--- src/rtl/sar_search.sv ---
// sar_search: successive-approximation search controller.
// Presents candidate values to an external magnitude comparator and settles
// on the unknown target one bit at a time, MSB first. An eq verdict ends the
// search early. A verdict that is not one-hot aborts the search with err set.
//
// state | meaning
// IDLE  | waiting for start; result/found/err hold the last search outcome
// DRIVE | guess presented, waiting for an accepted verdict
// DONE  | one-cycle done pulse; result/found/err valid
module sar_search #(
    parameter int WIDTH = 8
) (
    input  logic             clk_i,
    input  logic             rst_i,
    input  logic             start_i,
    output logic [WIDTH-1:0] guess_o,
    output logic             guess_valid_o,
    input  logic             cmp_valid_i,
    input  logic             cmp_gt_i,
    input  logic             cmp_lt_i,
    input  logic             cmp_eq_i,
    output logic             busy_o,
    output logic             done_o,
    output logic [WIDTH-1:0] result_o,
    output logic             found_o,
    output logic             err_o
);

    localparam int IW = (WIDTH > 1) ? $clog2(WIDTH) : 1;

    typedef enum logic [1:0] {
        IDLE  = 2'd0,
        DRIVE = 2'd1,
        DONE  = 2'd2
    } state_t;

    state_t           state_q;
    logic [IW-1:0]    idx_q;
    logic [WIDTH-1:0] r_q;
    logic [WIDTH-1:0] guess_q;
    logic             guess_valid_q;
    logic             busy_q;
    logic             done_q;
    logic [WIDTH-1:0] result_q;
    logic             found_q;
    logic             err_q;

    logic [WIDTH-1:0] next_mask_d;
    logic [2:0]       verdict_d;

    // Bit one below the current index (only used when idx_q != 0) and the
    // packed verdict, ordered {gt, lt, eq}.
    always_comb begin
        next_mask_d = WIDTH'(1) << (idx_q - IW'(1));
        verdict_d   = {cmp_gt_i, cmp_lt_i, cmp_eq_i};
    end

    // Search FSM; all outputs are registered here.
    always_ff @(posedge clk_i or posedge rst_i) begin
        if (rst_i) begin
            state_q       <= IDLE;
            idx_q         <= '0;
            r_q           <= '0;
            guess_q       <= '0;
            guess_valid_q <= 1'b0;
            busy_q        <= 1'b0;
            done_q        <= 1'b0;
            result_q      <= '0;
            found_q       <= 1'b0;
            err_q         <= 1'b0;
        end else begin
            done_q <= 1'b0;
            case (state_q)
                IDLE: begin
                    if (start_i) begin
                        state_q       <= DRIVE;
                        idx_q         <= IW'(WIDTH - 1);
                        r_q           <= '0;
                        guess_q       <= WIDTH'(1) << (WIDTH - 1);
                        guess_valid_q <= 1'b1;
                        busy_q        <= 1'b1;
                        result_q      <= '0;
                        found_q       <= 1'b0;
                        err_q         <= 1'b0;
                    end
                end
                DRIVE: begin
                    if (guess_valid_q && cmp_valid_i) begin
                        case (verdict_d)
                            3'b001: begin
                                r_q           <= guess_q;
                                result_q      <= guess_q;
                                found_q       <= 1'b1;
                                state_q       <= DONE;
                                guess_valid_q <= 1'b0;
                                busy_q        <= 1'b0;
                                done_q        <= 1'b1;
                            end
                            3'b100: begin
                                // guess too high: bit stays clear in r
                                if (idx_q == '0) begin
                                    result_q      <= r_q;
                                    state_q       <= DONE;
                                    guess_valid_q <= 1'b0;
                                    busy_q        <= 1'b0;
                                    done_q        <= 1'b1;
                                end else begin
                                    idx_q   <= idx_q - IW'(1);
                                    guess_q <= r_q | next_mask_d;
                                end
                            end
                            3'b010: begin
                                // guess too low: keep the bit
                                r_q <= guess_q;
                                if (idx_q == '0) begin
                                    result_q      <= guess_q;
                                    state_q       <= DONE;
                                    guess_valid_q <= 1'b0;
                                    busy_q        <= 1'b0;
                                    done_q        <= 1'b1;
                                end else begin
                                    idx_q   <= idx_q - IW'(1);
                                    guess_q <= guess_q | next_mask_d;
                                end
                            end
                            default: begin
                                // not one-hot: abort with the bits decided so far
                                err_q         <= 1'b1;
                                result_q      <= r_q;
                                state_q       <= DONE;
                                guess_valid_q <= 1'b0;
                                busy_q        <= 1'b0;
                                done_q        <= 1'b1;
                            end
                        endcase
                    end
                end
                DONE: begin
                    state_q <= IDLE;
                end
                default: begin
                    state_q       <= IDLE;
                    guess_valid_q <= 1'b0;
                    busy_q        <= 1'b0;
                end
            endcase
        end
    end

    assign guess_o       = guess_q;
    assign guess_valid_o = guess_valid_q;
    assign busy_o        = busy_q;
    assign done_o        = done_q;
    assign result_o      = result_q;
    assign found_o       = found_q;
    assign err_o         = err_q;

endmodule

--- config.mk ---
export PLATFORM = sky130hd
export DESIGN_NAME = sar_search
export DESIGN_NICKNAME = d
export VERILOG_FILES = /design/src/rtl/sar_search.sv
export SDC_FILE = /design/constraint.sdc
export NUM_CORES = 1
export LEC_CHECK = 0
export CAP_MARGIN = 20
export CORE_ASPECT_RATIO = 1.5
export CORE_UTILIZATION = 39
export CTS_CLUSTER_SIZE = 12
export DETAILED_ROUTE_END_ITERATION = 10
export PLACE_DENSITY = 0.6
export SKIP_CTS_REPAIR_TIMING = 1
export SLEW_MARGIN = 20
export SYNTH_ARGS = -nofsm -noshare
export SYNTH_HDL_FRONTEND = slang
export SYNTH_SLANG_ARGS = --single-unit
--- constraint.sdc ---
create_clock -name clk_i -period 2.25 [get_ports clk_i]
set_input_delay 0.675 -clock clk_i [delete_from_list [all_inputs] [get_ports clk_i]]
set_output_delay 0.675 -clock clk_i [all_outputs]
set_load 0.03 [all_outputs]
==> flow_metrics.py <==
metrics = {
    "outcome": {
        "status": "finished with violations",
        "failed_checks": "DRC",
    },
    "logic_synthesis": {
        "postSynthCellCount": 169,
        "avgSynthCellArea_um2": 10.5,
        "ys_ff_latch": 33,
        "synth_fp_nets": 181,
        "seq_area_frac_synth_pct": 46.7,
        "synth_area_um2": 1770,
        "yosys.cell_types.count": 42,
        "yosysWarningCount": 0,
    },
    "routing": {
        "via_per_inst": 5.92,
        "drc": 4,
        "ant_nets": 0,
        "wirelength_um": 4410,
        "drtIter0Drc": 49,
        "dr_total_vias": 1540,
        "firstDrtPassIters": 9,
        "wl_per_cell_um": 17.0,
    },
    "sta": {
        "setup_tns_ps": 0,
        "setup_viol": 0,
        "finClkSkew_ps": 8.63,
        "fin_crit_ps": 2200,
        "relSlewSlack_pct": 57.5,
        "max_freq_ghz": 0.455,
        "drv_slew": 0,
        "final_hold_viol_count": 0,
        "whs_ps": 496,
        "tightest_slew_ps": 633,
        "finalCritPeriodShare_pct": 97.6,
    },
    "power": {
        "ir_drop_uv": 538,
        "pwr-share-seq_pct": 33.1,
        "intPower_uw": 1770,
        "power.leakage_uw": 0.00101,
        "total_power_uw": 3050,
        "combPwrFrac_pct": 48.2,
        "p_sw_share_pct": 42.0,
        "power_switching_uw": 1280,
        "cellPowerDensity_nw_per_um2": 1310,
        "p_clk_share_pct": 18.7,
    },
    "critical_path": {
        "slowest_stage": "clkdlybuf4s50_1",
        "critPathCaptureType": "flip-flop",
        "cp-start-kind": "primary input",
        "worstSetupPathType": "primary input to flip-flop",
        "crit_chain": "clkdlybuf4s50_1 > xnor2_2 > or4_1 > mux2_2",
        "worstPathMaxFanout": 6,
        "cp.arrival_ps": 2370,
        "slowest_delay_ps": 640,
        "cp.required_ps": 2430,
    },
    "global_routing": {
        "globalRouteOverflowTotal": 0,
        "grt_pass1_wl_um": 7040,
        "grt_pass1_vias": 1447,
        "grt_usage_pct": 19.2,
        "antenna_found_initial": 0,
        "grt_start_max_net_pins": 34,
    },
    "die": {
        "initial_core_util_pct": 41.3,
        "die_height_um": 84.4,
        "core_um2": 4280,
        "die_x_um": 57.0,
        "dieArea_um2": 4810,
        "rows": 29,
        "io_pins": 28,
    },
    "finish": {
        "fin_util_pct": 54.4,
        "stdcell_area_um2": 2330,
        "final_common_cell": "dfrtp_1",
        "fillers": 374,
        "drive_gt1_share_pct": 16.8,
        "final_cell_mix": "33 x dfrtp_1, 27 x clkdlybuf4s50_1, 18 x a21oi_1, 18 x buf_4, 10 x nand2_1",
        "nets": 225,
        "n_antenna_cell": 0,
        "seq_area_um2": 826,
        "multi_input_area_um2": 872,
        "synthToLayoutAreaGrowth_pct": 31.9,
    },
    "clock_tree": {
        "clk_latency_ps": 290,
        "cts_root_buf": "clkbuf_8",
        "clk_pin_slew_ps": 70,
        "cts_tree": "yes",
        "cts.sinks": 33,
        "cts_buffers": 5,
        "htree_levels": 2,
        "cts.path.max_buffers": 2,
    },
    "worst_hold_path": {
        "hold_path.class": "flip-flop to flip-flop",
    },
    "place": {
        "hpwl_um": 3150,
        "globalplace.congestion": 0.938,
        "io_buffer_count": 27,
        "place_area_um2": 2200,
    },
    "job": {
        "maxCapViolCount": 0,
    },
}
-- Yosys cell counts (all sizes together) --
cell type   n  area share [%]
dfrtp      33              47
a21oi      20             6.1
nand2      10             2.1
inv         9             1.9
a22o        8             4.0
mux2i       8             4.5
a211oi      6             2.5
nand3       6             1.7
nor2        6             1.3
o211ai      6             2.5
a221oi      5             2.5
buf         5             1.7
ha          5             3.5
a2bb2oi     4             2.0
clkbuf      4            0.85
o21ai       3            0.85
xnor2       3             1.5
a21o        2            0.85
mux2        2             1.3
nand4b      2            0.99
nor2b       2            0.71
nor3        2            0.85
nor4        2             1.9
o22ai       2            0.71
o2bb2ai     2            0.99
a2111o      1            0.64
and2        1            0.35
and3        1            0.35
nand2b      1            0.35
nand3b      1            0.43
o21a        1            0.43
o21bai      1            0.43
o311a       1            0.57
o31ai       1            0.43
or3b        1            0.50
or4         1            0.43
xor2        1            0.50
-- flip-flops by register name (all words and copies together), names as in the netlist --
| signal | flops |
|---|---|
| r_q | 8 |
| result_o | 8 |
| err_o | 1 |
| state_q | 2 |
| busy_o | 1 |
| idx_q | 3 |
| done_o | 1 |
| found_o | 1 |
| guess_o | 8 |
-- critical path: cells and delay by family --
kind | cells | cell delay (ps)
simple gates | 1 | 580
mux | 1 | 300
buf+inv | 1 | 640
xor+xnor | 1 | 170
-- power groups by stage --
stage	Combinational (uW)	Clock, uW	Sequential [uW]
after detailed placement	1460	0	1020
final	1470	570	1010
after global placement	1450	0	1010
after CTS	1460	582	1010
after global routing	1580	608	1040
after floorplan	643	0	1240
-- final timing paths --
kind / from / endpoint / slack [ps] / cells past startpoint
worst min-delay path: err_o$_DFFE_PP0P_ / err_o$_DFFE_PP0P_ / 500 / 1
worst max register to register: idx_q[0]$_DFFE_PP0P_ / result_o[0]$_DFFE_PP0P_ / 230 / 6
worst max-delay path: cmp_lt_i / idx_q[0]$_DFFE_PP0P_ / 50 / 4
min in group asynchronous: rst_i / result_o[5]$_DFFE_PP0P_ / 780 / 3
worst min register to register: err_o$_DFFE_PP0P_ / err_o$_DFFE_PP0P_ / 500 / 1
max in group asynchronous: rst_i / err_o$_DFFE_PP0P_ / 1160 / 3
-- metrics by stage --
stage                     setup slack (ps)  instances
after floorplan                        314        169
after global placement                -196        252
after detailed placement              -260        252
after CTS                             46.2        260
after global routing                 -4.08        260
final                                 54.2        260
-- per-layer routing --
metal	vias up	global-route usage (%)	part of all wire [%]
met5	-	0	0
met4	0	9.09	2.1
met3	8	3.85	5.6
met2	56	31.6	50
met1	756	23.7	43
li1	720	-	-
-- logic make-up after synthesis --
kind of cell               count (synthesis)  synth area share, %
adders and majority gates                  5                 3.54
buffers and inverters                     18                 4.46
xor gates and xnor gates                   4                 1.98
and+or+nand+nor                           36                 12.0
muxes                                     10                 5.81
AOI/OAI and AO/OA                         63                 25.5
DFF                                       33                 46.7
-- cell type report --
class,instances,area share [%]
Inverter,9,1.45
Sequential cell,33,35.4
Clock buffer,5,2.95
Timing Repair Buffer,46,18.3
Clock inverter,3,1.99
Tap cell,46,2.47
Multi-Input combinational cell,118,37.4
(Power assumes the default switching activity.)
